--- src/rtl/common_enums.sv ---
// Shared turn-timer types and time-control tables.
// Mode select maps to base seconds and per-move increment.
package common_enums;

  typedef enum logic [1:0] {
    ST_IDLE   = 2'd0,
    ST_RUN    = 2'd1,
    ST_PAUSED = 2'd2,
    ST_DONE   = 2'd3
  } turn_state_t;

  localparam logic [9:0] BASE_M0 = 10'd60;
  localparam logic [9:0] BASE_M1 = 10'd180;
  localparam logic [9:0] BASE_M2 = 10'd300;
  localparam logic [9:0] BASE_M3 = 10'd600;

  localparam logic [2:0] INC_M0 = 3'd0;
  localparam logic [2:0] INC_M1 = 3'd2;
  localparam logic [2:0] INC_M2 = 3'd3;
  localparam logic [2:0] INC_M3 = 3'd5;

  function automatic logic [9:0] mode_base(
    input logic [1:0] m
  );
    logic [9:0] r;
    unique case (m)
      2'd0: r = BASE_M0;
      2'd1: r = BASE_M1;
      2'd2: r = BASE_M2;
      2'd3: r = BASE_M3;
    endcase
    return r;
  endfunction

  function automatic logic [2:0] mode_inc(
    input logic [1:0] m
  );
    logic [2:0] r;
    unique case (m)
      2'd0: r = INC_M0;
      2'd1: r = INC_M1;
      2'd2: r = INC_M2;
      2'd3: r = INC_M3;
    endcase
    return r;
  endfunction

endpackage

--- src/rtl/sec_tick_gen.sv ---
// One-second prescaler: counts while enabled,
// pulses tick combinationally at terminal count.
module sec_tick_gen #(
  parameter int unsigned CLK_FREQ_HZ = 50_000_000
) (
  input  logic CLOCK_50,
  input  logic reset,
  input  logic enable,
  input  logic clear,
  output logic tick
);

  localparam int unsigned CW =
    (CLK_FREQ_HZ > 1) ? $clog2(CLK_FREQ_HZ) : 1;
  localparam logic [CW-1:0] TERM =
    CW'(CLK_FREQ_HZ - 1);

  logic [CW-1:0] cnt;

  assign tick = enable && (cnt == TERM);

  // prescaler: clear wins, holds when disabled
  always_ff @(posedge CLOCK_50 or posedge reset) begin
    if (reset) begin
      cnt <= '0;
    end else if (clear) begin
      cnt <= '0;
    end else if (enable) begin
      cnt <= tick ? '0 : cnt + CW'(1);
    end
  end

endmodule

--- src/rtl/turn_timer_ctrl.sv ---
// Two-player chess clock with increment,
// pause, flag detection and move acknowledge.
module turn_timer_ctrl
  import common_enums::*;
#(
  parameter int unsigned CLK_FREQ_HZ = 50_000_000,
  parameter int unsigned TIME_W      = 12
) (
  input  logic              CLOCK_50,
  input  logic              reset,
  input  logic              start,
  input  logic [1:0]        mode_sel,
  input  logic              first_player,
  input  logic              moved,
  input  logic              pause,
  output logic              curr_player,
  output logic [TIME_W-1:0] white_secs,
  output logic [TIME_W-1:0] black_secs,
  output logic              running,
  output logic              move_ack,
  output logic              time_up,
  output logic              loser
);

  localparam logic [TIME_W-1:0] TMAX = '1;

  turn_state_t       state;
  logic [TIME_W-1:0] inc_r;
  logic              tick;
  logic              go;
  logic              start_ok;
  logic              flag;
  logic              mv_ok;
  logic              clear;
  logic [TIME_W-1:0] act;
  logic [TIME_W-1:0] dec_v;
  logic [TIME_W:0]   add_w;
  logic [TIME_W-1:0] sum_v;
  logic [TIME_W-1:0] nxt_v;

  assign start_ok = start &&
    (state == ST_IDLE || state == ST_DONE);
  assign go    = (state == ST_RUN) && !pause;
  assign act   = curr_player ? black_secs
                             : white_secs;
  assign dec_v = tick ? act - TIME_W'(1) : act;
  assign flag  = tick && (dec_v == '0);
  assign mv_ok = go && moved && !flag;
  assign add_w = {1'b0, dec_v} + {1'b0, inc_r};
  assign sum_v = add_w[TIME_W] ? TMAX
                               : add_w[TIME_W-1:0];
  assign nxt_v = flag  ? '0    :
                 mv_ok ? sum_v : dec_v;
  assign clear = start_ok || mv_ok;

  assign running = (state == ST_RUN);
  assign time_up = (state == ST_DONE);

  sec_tick_gen #(
    .CLK_FREQ_HZ(CLK_FREQ_HZ)
  ) u_tick (
    .CLOCK_50(CLOCK_50),
    .reset   (reset),
    .enable  (go),
    .clear   (clear),
    .tick    (tick)
  );

  // game state machine
  always_ff @(posedge CLOCK_50 or posedge reset) begin
    if (reset) begin
      state <= ST_IDLE;
    end else begin
      unique case (state)
        ST_IDLE: if (start_ok) state <= ST_RUN;
        ST_RUN: begin
          if (pause)     state <= ST_PAUSED;
          else if (flag) state <= ST_DONE;
        end
        ST_PAUSED: if (!pause) state <= ST_RUN;
        ST_DONE: if (start_ok) state <= ST_RUN;
      endcase
    end
  end

  // timers, side to move, ack and loser
  always_ff @(posedge CLOCK_50 or posedge reset) begin
    if (reset) begin
      white_secs  <= '0;
      black_secs  <= '0;
      inc_r       <= '0;
      curr_player <= 1'b0;
      move_ack    <= 1'b0;
      loser       <= 1'b0;
    end else begin
      move_ack <= 1'b0;
      if (start_ok) begin
        white_secs  <= TIME_W'(mode_base(mode_sel));
        black_secs  <= TIME_W'(mode_base(mode_sel));
        inc_r       <= TIME_W'(mode_inc(mode_sel));
        curr_player <= first_player;
        loser       <= 1'b0;
      end else if (go) begin
        if (curr_player) black_secs <= nxt_v;
        else             white_secs <= nxt_v;
        if (flag) loser <= curr_player;
        if (mv_ok) begin
          curr_player <= ~curr_player;
          move_ack    <= 1'b1;
        end
      end
    end
  end

endmodule

--- config.mk ---
export PLATFORM = sky130hd
export DESIGN_NAME = turn_timer_ctrl
export DESIGN_NICKNAME = d
export VERILOG_FILES = /design/src/rtl/common_enums.sv /design/src/rtl/sec_tick_gen.sv /design/src/rtl/turn_timer_ctrl.sv
export SDC_FILE = /design/constraint.sdc
export NUM_CORES = 1
export LEC_CHECK = 0
export BUFFER_PORTS_ARGS = -buffer_cell sky130_fd_sc_hd__buf_2
export CORE_MARGIN = 5
export CORE_UTILIZATION = 45
export DETAILED_ROUTE_END_ITERATION = 8
export GPL_ROUTABILITY_DRIVEN = 1
export PLACE_DENSITY = 0.65
export SLEW_MARGIN = 0
export SYNTH_ARGS = -nofsm -noshare
export SYNTH_HDL_FRONTEND = slang
export SYNTH_SLANG_ARGS = --single-unit
--- constraint.sdc ---
create_clock -name CLOCK_50 -period 3.8 [get_ports CLOCK_50]
set_input_delay 0.76 -clock CLOCK_50 [delete_from_list [all_inputs] [get_ports CLOCK_50]]
set_output_delay 0.76 -clock CLOCK_50 [all_outputs]
set_load 0.02 [all_outputs]
---- Yosys cells after proc, flatten, opt, wreduce, memory -nomap -nowiden ----
Cells that the tools add are included.
word-level totals
  bits in writable memories ............... 0
  register bits ........................... 58
  output and inout bits ................... 29
  input bits .............................. 8
  memories kept ........................... 0
  bits in latches ......................... 0
  logic and storage cells ................. 77
  bits in read-only memories .............. 0
operators by class
  add/subtract/negate cells ............... 3
  div/mod/pow operators ................... 0
  muxes and demuxes ....................... 30
  shifts and indexed selects .............. 0
  equality and inequality tests ........... 11
  $lt $le $gt $ge ......................... 0
  reductions and logical operators ........ 24
  multiply operators ...................... 0
  bitwise gates (word level) .............. 1
operators by type and width
  kind                     number
  $mux W12                 11
  $mux W26                 3
  $pmux W10 S4             1
  $add A26 B1 Y26 const B  1
  $eq A26 B26 Y1 const B   1
  $add A12 B3 Y13          1
  $logic_not A12 Y1        1
  $pmux W3 S4              1
  $sub A12 B1 Y12 const B  1
  $reduce_bool A2 Y1       5
  $mux W1                  9
  $eq A2 B2 Y1 const B     4
  $mux W2                  4
  $reduce_and A2 Y1        4
  $logic_and A1 B1 Y1      6
  $pmux W2 S3              1
  $eq A2 B1 Y1 const B     2
  $logic_not A2 Y1         2
  $ne A2 B1 Y1 const B     2
  $ne A3 B2 Y1 const B     1
  $reduce_and A3 Y1        1
  $logic_not A1 Y1         2
  $logic_or A1 B1 Y1       2
  $ne A2 B2 Y1 const B     1
  2 further kinds          2

---- Depth between registers and ports, before layout ----
Gate-level depths: netlist of the first run.
  word-level depth ........................ 13
  gate-level depth with buffers ........... 17

---- By module ----
A second synthesis of the first run with hierarchy kept.
second synthesis, totals
  cells, all modules ...................... 457
  area total of the unflattened synthesis .. 4010.1 µm²
by module, submodules not included
  module           area an instance (µm²)  seq. area each (µm²)  cells an instance  instances
  turn_timer_ctrl  2497.4                  800.8                 293                1
  sec_tick_gen     1512.7                  650.6                 164                1

---- Worst setup path after synthesis of the first run ----
Ideal clock, no wire load.
  path kind ............................... flip-flop to flip-flop
  start ................................... reg curr_player
  end ..................................... reg black_secs[9]
  library setup time ...................... 96 ps
  stages on the path, launching flop included .. 17
  arrival time ............................ 3872 ps
  path slack .............................. -168 ps
  buffers on the path ..................... 3
  required time ........................... 3704 ps
  path through ............................ dfrtp_1 buf_2 buf_2 clkbuf_1 mux2i_1 ha_1 mux2i_1 inv_1 fa_1 nor2b_1 nor2_1 or2_2 mux2i_1 nand3_1 nor2_1 o21ai_1 o31ai_1
between the ends
  longest elaborated chain between the ends .. 12
RTL lines
  element                                                   line                    RTL
  start: declaration                                        turn_timer_ctrl.sv:16   output logic curr_player,
  start signal: assignment                                  turn_timer_ctrl.sv:101  curr_player <= first_player;
  start signal: assignment                                  turn_timer_ctrl.sv:108  curr_player <= ~curr_player;
  branches (longest 12 deep; another with $add A12 B3 Y13)  --
  end signal: assignment                                    turn_timer_ctrl.sv:99   black_secs <= TIME_W'(mode_base(mode_sel));
  end signal: assignment                                    turn_timer_ctrl.sv:104  if (curr_player) black_secs <= nxt_v;
  end: declaration                                          turn_timer_ctrl.sv:18   output logic [TIME_W-1:0] black_secs,
Several ways; the timed one is not identified. The select of a mux whose other input is x is not followed.
A chain may end at the register's enable or synchronous reset.

---- Worst setup path after layout of the first run ----
  start ................................... reg state[1]
  end ..................................... reg black_secs[6]
between the ends
  longest elaborated chain between the ends .. 13
RTL lines
  element                                                   line                   RTL
  start: declaration                                        turn_timer_ctrl.sv:27  turn_state_t state;
  start signal: assignment                                  turn_timer_ctrl.sv:72  state <= ST_IDLE;
  start signal: assignment                                  turn_timer_ctrl.sv:75  ST_IDLE: if (start_ok) state <= ST_RUN;
  start signal: assignment                                  turn_timer_ctrl.sv:77  if (pause) state <= ST_PAUSED;
  branches (longest 13 deep; another with $add A12 B3 Y13)  --
Several ways; the timed one is not identified. The select of a mux whose other input is x is not followed.

==> results.cfg, run 1 <==
[yosys]
synth_cell_types = 63
synthAdderAreaFrac = 0.0489
ys_warn_count = 0
yosys.area_share.simple = 0.277
synth.top_cell.area_share = 0.342
synth_edf_count = 0
ys_ff_latch = 58
synth.avg_cell_area_um2 = 8.78
synth_area_leaders = dfrtp_1 34%, ha_1 4.4%, nand2_1 4.4%
synth_top_cell_by_area = dfrtp_1
synth_top_family_by_area = simple AND/OR/NAND/NOR gates
ys.flop_type = dfrtp_1
synthCells = 484
yosysSeqAreaShare = 0.342
async_reset_ff_frac = 1.00
synth_nets = 508
synth-xor-area-share = 0.0433
synth.area.mux_share = 0.0557
synth_compound_area_frac = 0.206
synth_area_um2 = 4250

[placement]
hpwl_um = 9580
dp_slack_ns = -0.217
place_area_um2 = 4870
place_congestion = 0.908
numPortBuffers = 36
place_inst = 675

[detailed_routing]
drt-total-wl_um = 12900
wl_per_cell_um = 18.6
first_pass_iters = 5
drt_iter0_markers = 317
vias = 4174
vias_per_cell = 6.01
final_antenna_net_count = 0
drc = 0

[pwr]
clkPwrFrac = 0.163
peakVddDrop_mv = 0.481
p_per_area_nw_per_um2 = 715
combPwrFrac = 0.577
p_sw_frac = 0.492
seq_power_share = 0.260
power.internal_uw = 1880
p_leak_uw = 0.00217
switchingPower_uw = 1820

[clock_network]
h-tree-depth = 3
cts_hold_buf = 0
clk_path_buf_depth = 2
clock-root-buffer = clkbuf_8
cts_made_buffers = 9
cts_tree = yes
clock-sinks = 58
worstSkewPairLatency_ns = 0.35
path_clk_slew_ns = 0.09

[global_route]
grt_pass1_vias = 3905
antenna_found_initial = 0
grt_pass1_wl_um = 20800
grt_max_degree = 42
grt_usage = 0.230
gr-total-overflow = 0

[final_layout]
instances_no_fill = 695
nFillCells = 866
post_route_cells_drive_above_1_share = 0.230
regArea_um2 = 1450
multi_input_area_um2 = 2760
n_antenna_cell = 0
area_growth_pct = 22.0
post-route-util = 0.561
fin_area_um2 = 5180
nets = 585

[critical_path]
cp.required_ns = 4.07
r2r_slack_ns = 0.14
reg2reg_from = state[1]
cp_common_cell = ha_2
crit_chain = inv_2 -> ha_2 -> and4b_1 -> nand4_1 -> nor2_4 -> xnor2_2 -> ha_2 -> inv_1 -> fa_2 -> nor2b_2 -> nor2_1 -> or2_2 -> mux2i_4 -> buf_4 -> and3_4 -> nand3_2 -> a41o_1 -> a31oi_1
startpoint_type = flip-flop
crit_arrival_ns = 3.93
critical_path.startpoint = state[1]
cp_slowest_stage_delay_ns = 0.42
critical_path.max_fanout = 4
slowest_stage = dfrtp_1
path_class = reg -> reg
r2r_end = black_secs[6]
cp-end-kind = flip-flop
r2r_cells = 18

[timing]
min_period_ns = 3.66
hold_viol_final = 0
fmax_ghz = 0.273
finalClockSkew_ns = 0.0171
setup_violations = 0
slew_headroom = 0.400
tns_ns = 0
fin_ws_ns = 0.139
finalMaxSlewViolations = 0
period_share = 0.964
tightest_slew_ns = 0.900

[run_status]
status = completed

[die]
io_pins = 37
chipWidth_um = 107
die_y_um = 107
design.core.area_um2 = 9240
dieArea_um2 = 11500
placementRows = 35
initial_core_util = 0.460

[hold_path]
whs_path_depth = 2
hold_path.class = reg -> reg
min_from = inc_r[2]
holdPathEnd = inc_r[2]

[flow_run]
timing.max_cap.violations = 0
-- final cells by class --
cell class,instances,share of cell area
Clock buffer,9,0.0239
Inverter,10,0.00724
Sequential cell,58,0.280
Multi-Input combinational cell,396,0.532
Timing Repair Buffer,86,0.110
Clock inverter,7,0.0150
Tap cell,129,0.0311
-- stage by stage --
step	hold slack (ns)	power, uW
floorplan	0.445	2310
global placement	0.481	2960
detailed placement	0.478	3000
CTS	0.500	3610
global route	0.542	3930
finish	0.504	3710
-- per-layer routing --
layer / GRT usage / routed length [um] / part of all wire
met1: 0.348 / 6230 / 0.48
met2: 0.344 / 5720 / 0.44
met3: 0.0355 / 805 / 0.062
met4: 0.0502 / 157 / 0.012
met5: 0 / 0 / 0
-- sequential cells by signal (all words and copies together), names as in the netlist --
signal,count
move_ack,1
black_secs,12
white_secs,12
u_tick.cnt,26
loser,1
state,2
inc_r,3
curr_player,1
-- cells by family (layout without fill, tap and decap cells) --
| family | Yosys count | in the layout |
|---|---|---|
| XOR/XNOR | 21 | 21 |
| flip-flops | 58 | 58 |
| adder cells (fa/ha/maj) | 16 | 16 |
| buffers and inverters | 30 | 112 |
| multiplexers | 23 | 23 |
| AND/OR/NAND/NOR | 216 | 216 |
| AO/OA/AOI/OAI | 120 | 120 |
-- worst max-delay path by stage --
stage,endpoint,cells after the start
final,black_secs[6],18
after global placement,black_secs[8],17
after floorplan,black_secs[9],16
after CTS,white_secs[8],18
after global routing,white_secs[6],17
after detailed placement,white_secs[8],17
-- synth_stat cells, types with 13 or more instances --
master and number:
nand3_1 17, nor3_1 17, ha_1 15, xnor2_1 15, o21a_1 13, nand2_1 50
nor3b_1 13, o21ai_0 13, nor2_1 34, clkbuf_1 15, o311ai_1 13, dfrtp_1 58
nor4_1 14, mux2i_1 18
-- worst max-delay path: cells and delay by family (launching register included) --
family                   cells  cell delay, ns
multiplexers                 1            0.19
flip-flops                   1            0.42
adder cells (fa/ha/maj)      3            0.76
AO/OA/AOI/OAI                2            0.40
buffers and inverters        3            0.26
AND/OR/NAND/NOR              8            1.38
XOR/XNOR                     1            0.15
-- cell usage in the layout (no fill, tap or decap), types with 6 or more instances in the layout --
master    Yosys  routed
xnor2_1      15      14
and2_1        9       9
mux2i_1      18      17
nor4_1       14      14
a31oi_1      12      11
clkbuf_8      0       9
o31ai_1       8       8
nand3_1      17      15
nor3_1       17      17
o21ai_1       9       9
o21ai_0      13      13
o21a_1       13      13
and3_1       10       9
xor2_1        6       6
ha_1         15      13
a21oi_1      12      12
nand4_1       9       9
buf_2         4      36
nor3b_1      13      13
inv_1        10       8
dfrtp_1      58      57
a22o_1        6       6
o311ai_1     13      13
nor2_1       34      32
nand2_1      50      50
buf_4         0      48
-- power groups by stage --
stage | registers (uW) | logic [uW] | clock network (uW)
after floorplan | 1040 | 1270 | 0
after global placement | 961 | 2000 | 0
after detailed placement | 966 | 2040 | 0
after CTS | 954 | 2050 | 610
after global routing | 986 | 2310 | 637
final | 963 | 2140 | 605
-- what timing repair did --
item	4_1_cts	5_1_grt
buffers inserted	0	4
pin swaps	0	8
resized for setup	2	16
setup endpoints to repair	22	24
(Power assumes the default switching activity.)
==> run 2, diff against run 1 <==
Settings changed: RECOVER_POWER set to 100.
==> run 2 against run 1 <==
The flow now finishes with violations (capacitance limit, slew limit); register-to-register slack barely moved; clock-buffer cell count did not move; worst setup slack got worse by 0.0014 ns; combinational power fell by 3%; first-iteration DRC count fell by 16%; power fell by 1.3%; critical path depth did not move; clock skew rose by 0.00054 ns; design area fell by 0.89%; clock power barely moved; sequential share of layout area rose by 0.25 points; utilization fell by 0.50 points.
==> results.cfg, run 2 (synthesis results as in run 1) <==
[run_status]
status = finished, violations left
violations = capacitance limit, slew limit

[final_layout]
nets = 585
largest_register_ffs = 26
regArea_um2 = 1450
final_cell_mix = 57 x dfrtp_1, 50 x nand2_1, 44 x buf_4
reg_top3 = u_tick.cnt x26, black_secs x12, white_secs x12
nFillCells = 885
n_antenna_cell = 0
post_route_cells_drive_above_1_share = 0.175
largest_register = u_tick.cnt
area_growth_pct = 20.9
multi_input_area_um2 = 2760
instances_no_fill = 695
final_common_cell = dfrtp_1

[die]
chipWidth_um = 107
design.core.area_um2 = 9240
dieArea_um2 = 11500
die_y_um = 107
io_pins = 37
initial_core_util = 0.460
placementRows = 35

[pwr]
peakVddDrop_mv = 0.469
clkPwrFrac = 0.166
seq_power_share = 0.264
p_sw_frac = 0.496
p_per_area_nw_per_um2 = 712
switchingPower_uw = 1810
p_leak_uw = 0.00207
combPwrFrac = 0.570
power.internal_uw = 1840

[placement]
place_congestion = 0.908
hpwl_um = 9580
numPortBuffers = 36
dp_slack_ns = -0.217
place_inst = 675

[timing]
min_period_ns = 3.66
slew_headroom = -0.0650
tightest_slew_ns = 1.60
fmax_ghz = 0.273
finalMaxSlewViolations = 40
finalClockSkew_ns = 0.0176
fin_ws_ns = 0.137
period_share = 0.964
setup_violations = 0
hold_viol_final = 0

[clock_network]
path_clk_slew_ns = 0.09
cts_made_buffers = 9
clock-root-buffer = clkbuf_8
worstSkewPairLatency_ns = 0.35
clock-sinks = 58
cts_tree = yes
h-tree-depth = 3
clk_path_buf_depth = 2

[detailed_routing]
drt_iter0_markers = 267
wl_per_cell_um = 18.6
final_antenna_net_count = 0
vias = 4200
drt-total-wl_um = 12900
drc = 0
first_pass_iters = 7
vias_per_cell = 6.04

[global_route]
grt_usage = 0.230
gr-total-overflow = 0
grt_pass1_wl_um = 20800
antenna_found_initial = 0
grt_pass1_vias = 3905
grt_max_degree = 42

[critical_path]
path_class = reg -> reg
cp-end-kind = flip-flop
crit_arrival_ns = 3.93
crit_chain = inv_2 -> ha_2 -> and4b_1 -> nand4_1 -> nor2_4 -> xnor2_2 -> ha_2 -> inv_1 -> fa_2 -> nor2b_2 -> nor2_1 -> or2_2 -> mux2i_4 -> buf_4 -> and3_4 -> nand3_2 -> a41o_1 -> a31oi_1
cp_common_cell = ha_2
critical-path-top-delay-family = simple AND/OR/NAND/NOR gates
slowest_stage = dfrtp_1
startpoint_type = flip-flop
cp_slowest_stage_delay_ns = 0.43
cp.required_ns = 4.07
cp_num_buf_inv = 3
critical_path.max_fanout = 4

[hold_path]
hold_path.class = reg -> reg

[flow_run]
timing.max_cap.violations = 1
-- run 2: changes by cell type in the layout (fill, tap and decap cells not counted), sizes merged --
cell,before,now
buf,86,56
clkbuf,9,39
-- run 2: timing repair --
action                                 in CTS  in global routing
pin swaps                                   0                  8
endpoints found under the hold margin       0                  0
buffers inserted                            0                  4
resized for setup                           2                 16
hold buffers                                0                  0
setup endpoints to repair                  22                 24
-- run 2: final cells by class --
cell class,instances,area share
multi-input cells,396,0.537
flip-flops and latches,58,0.283
repair buffers,86,0.103
well taps,129,0.0314
clock buffers,9,0.0241
clock inverters,7,0.0151
inverters,10,0.00731
-- run 2: power groups by stage --
stage	combinational, uW	sequential [uW]	clock (uW)
after floorplan	1270	1040	0
after detailed placement	2040	966	0
after global routing	2260	988	637
after CTS	2050	954	610
final	2080	966	607
after global placement	2000	961	0
-- run 2: worst paths after layout --
kind	from	to	slack [ns]	depth (start not counted)
max in group asynchronous	reset	black_secs[5]	1.23	3
hold reg to reg	inc_r[2]	inc_r[2]	0.51	2
hold / removal	inc_r[2]	inc_r[2]	0.51	2
min in group asynchronous	reset	curr_player	0.90	2
setup reg to reg	state[1]	white_secs[6]	0.14	18
setup / recovery	state[1]	white_secs[6]	0.14	18
-- run 2: metrics by stage --
stage | hold slack, ns | cell area, um2 | setup TNS [ns] | utilization | power [uW]
after global routing | 0.542 | 5140 | -0.0703 | 0.556 | 3880
after global placement | 0.481 | 4870 | -1.81 | 0.527 | 2960
after floorplan | 0.445 | 4250 | 0 | - | 2310
after detailed placement | 0.478 | 4870 | -3.91 | 0.527 | 3000
after CTS | 0.500 | 5080 | -0.00123 | 0.550 | 3610
final | 0.508 | 5140 | 0 | 0.556 | 3660
-- run 2: worst register-to-register path: stages, from the launching register on --
cell and delay [ns]:
dfrtp_1 0.43, inv_2 0.07, ha_2 0.18, and4b_1 0.23, nand4_1 0.18, nor2_4 0.20, xnor2_2 0.15, ha_2 0.22
inv_1 0.05, fa_2 0.35, nor2b_2 0.13, nor2_1 0.05, or2_2 0.30, mux2i_4 0.20, buf_4 0.14, and3_4 0.20
nand3_2 0.09, a41o_1 0.24, a31oi_1 0.16
-- run 2: per-layer routing --
metal / vias to the layer above / GRT usage / routed length [um]
li1: 1996 / - / -
met1: 2042 / 0.348 / 6290
met2: 146 / 0.344 / 5720
met3: 16 / 0.0355 / 729
met4: 0 / 0.0502 / 164
met5: - / 0 / 0
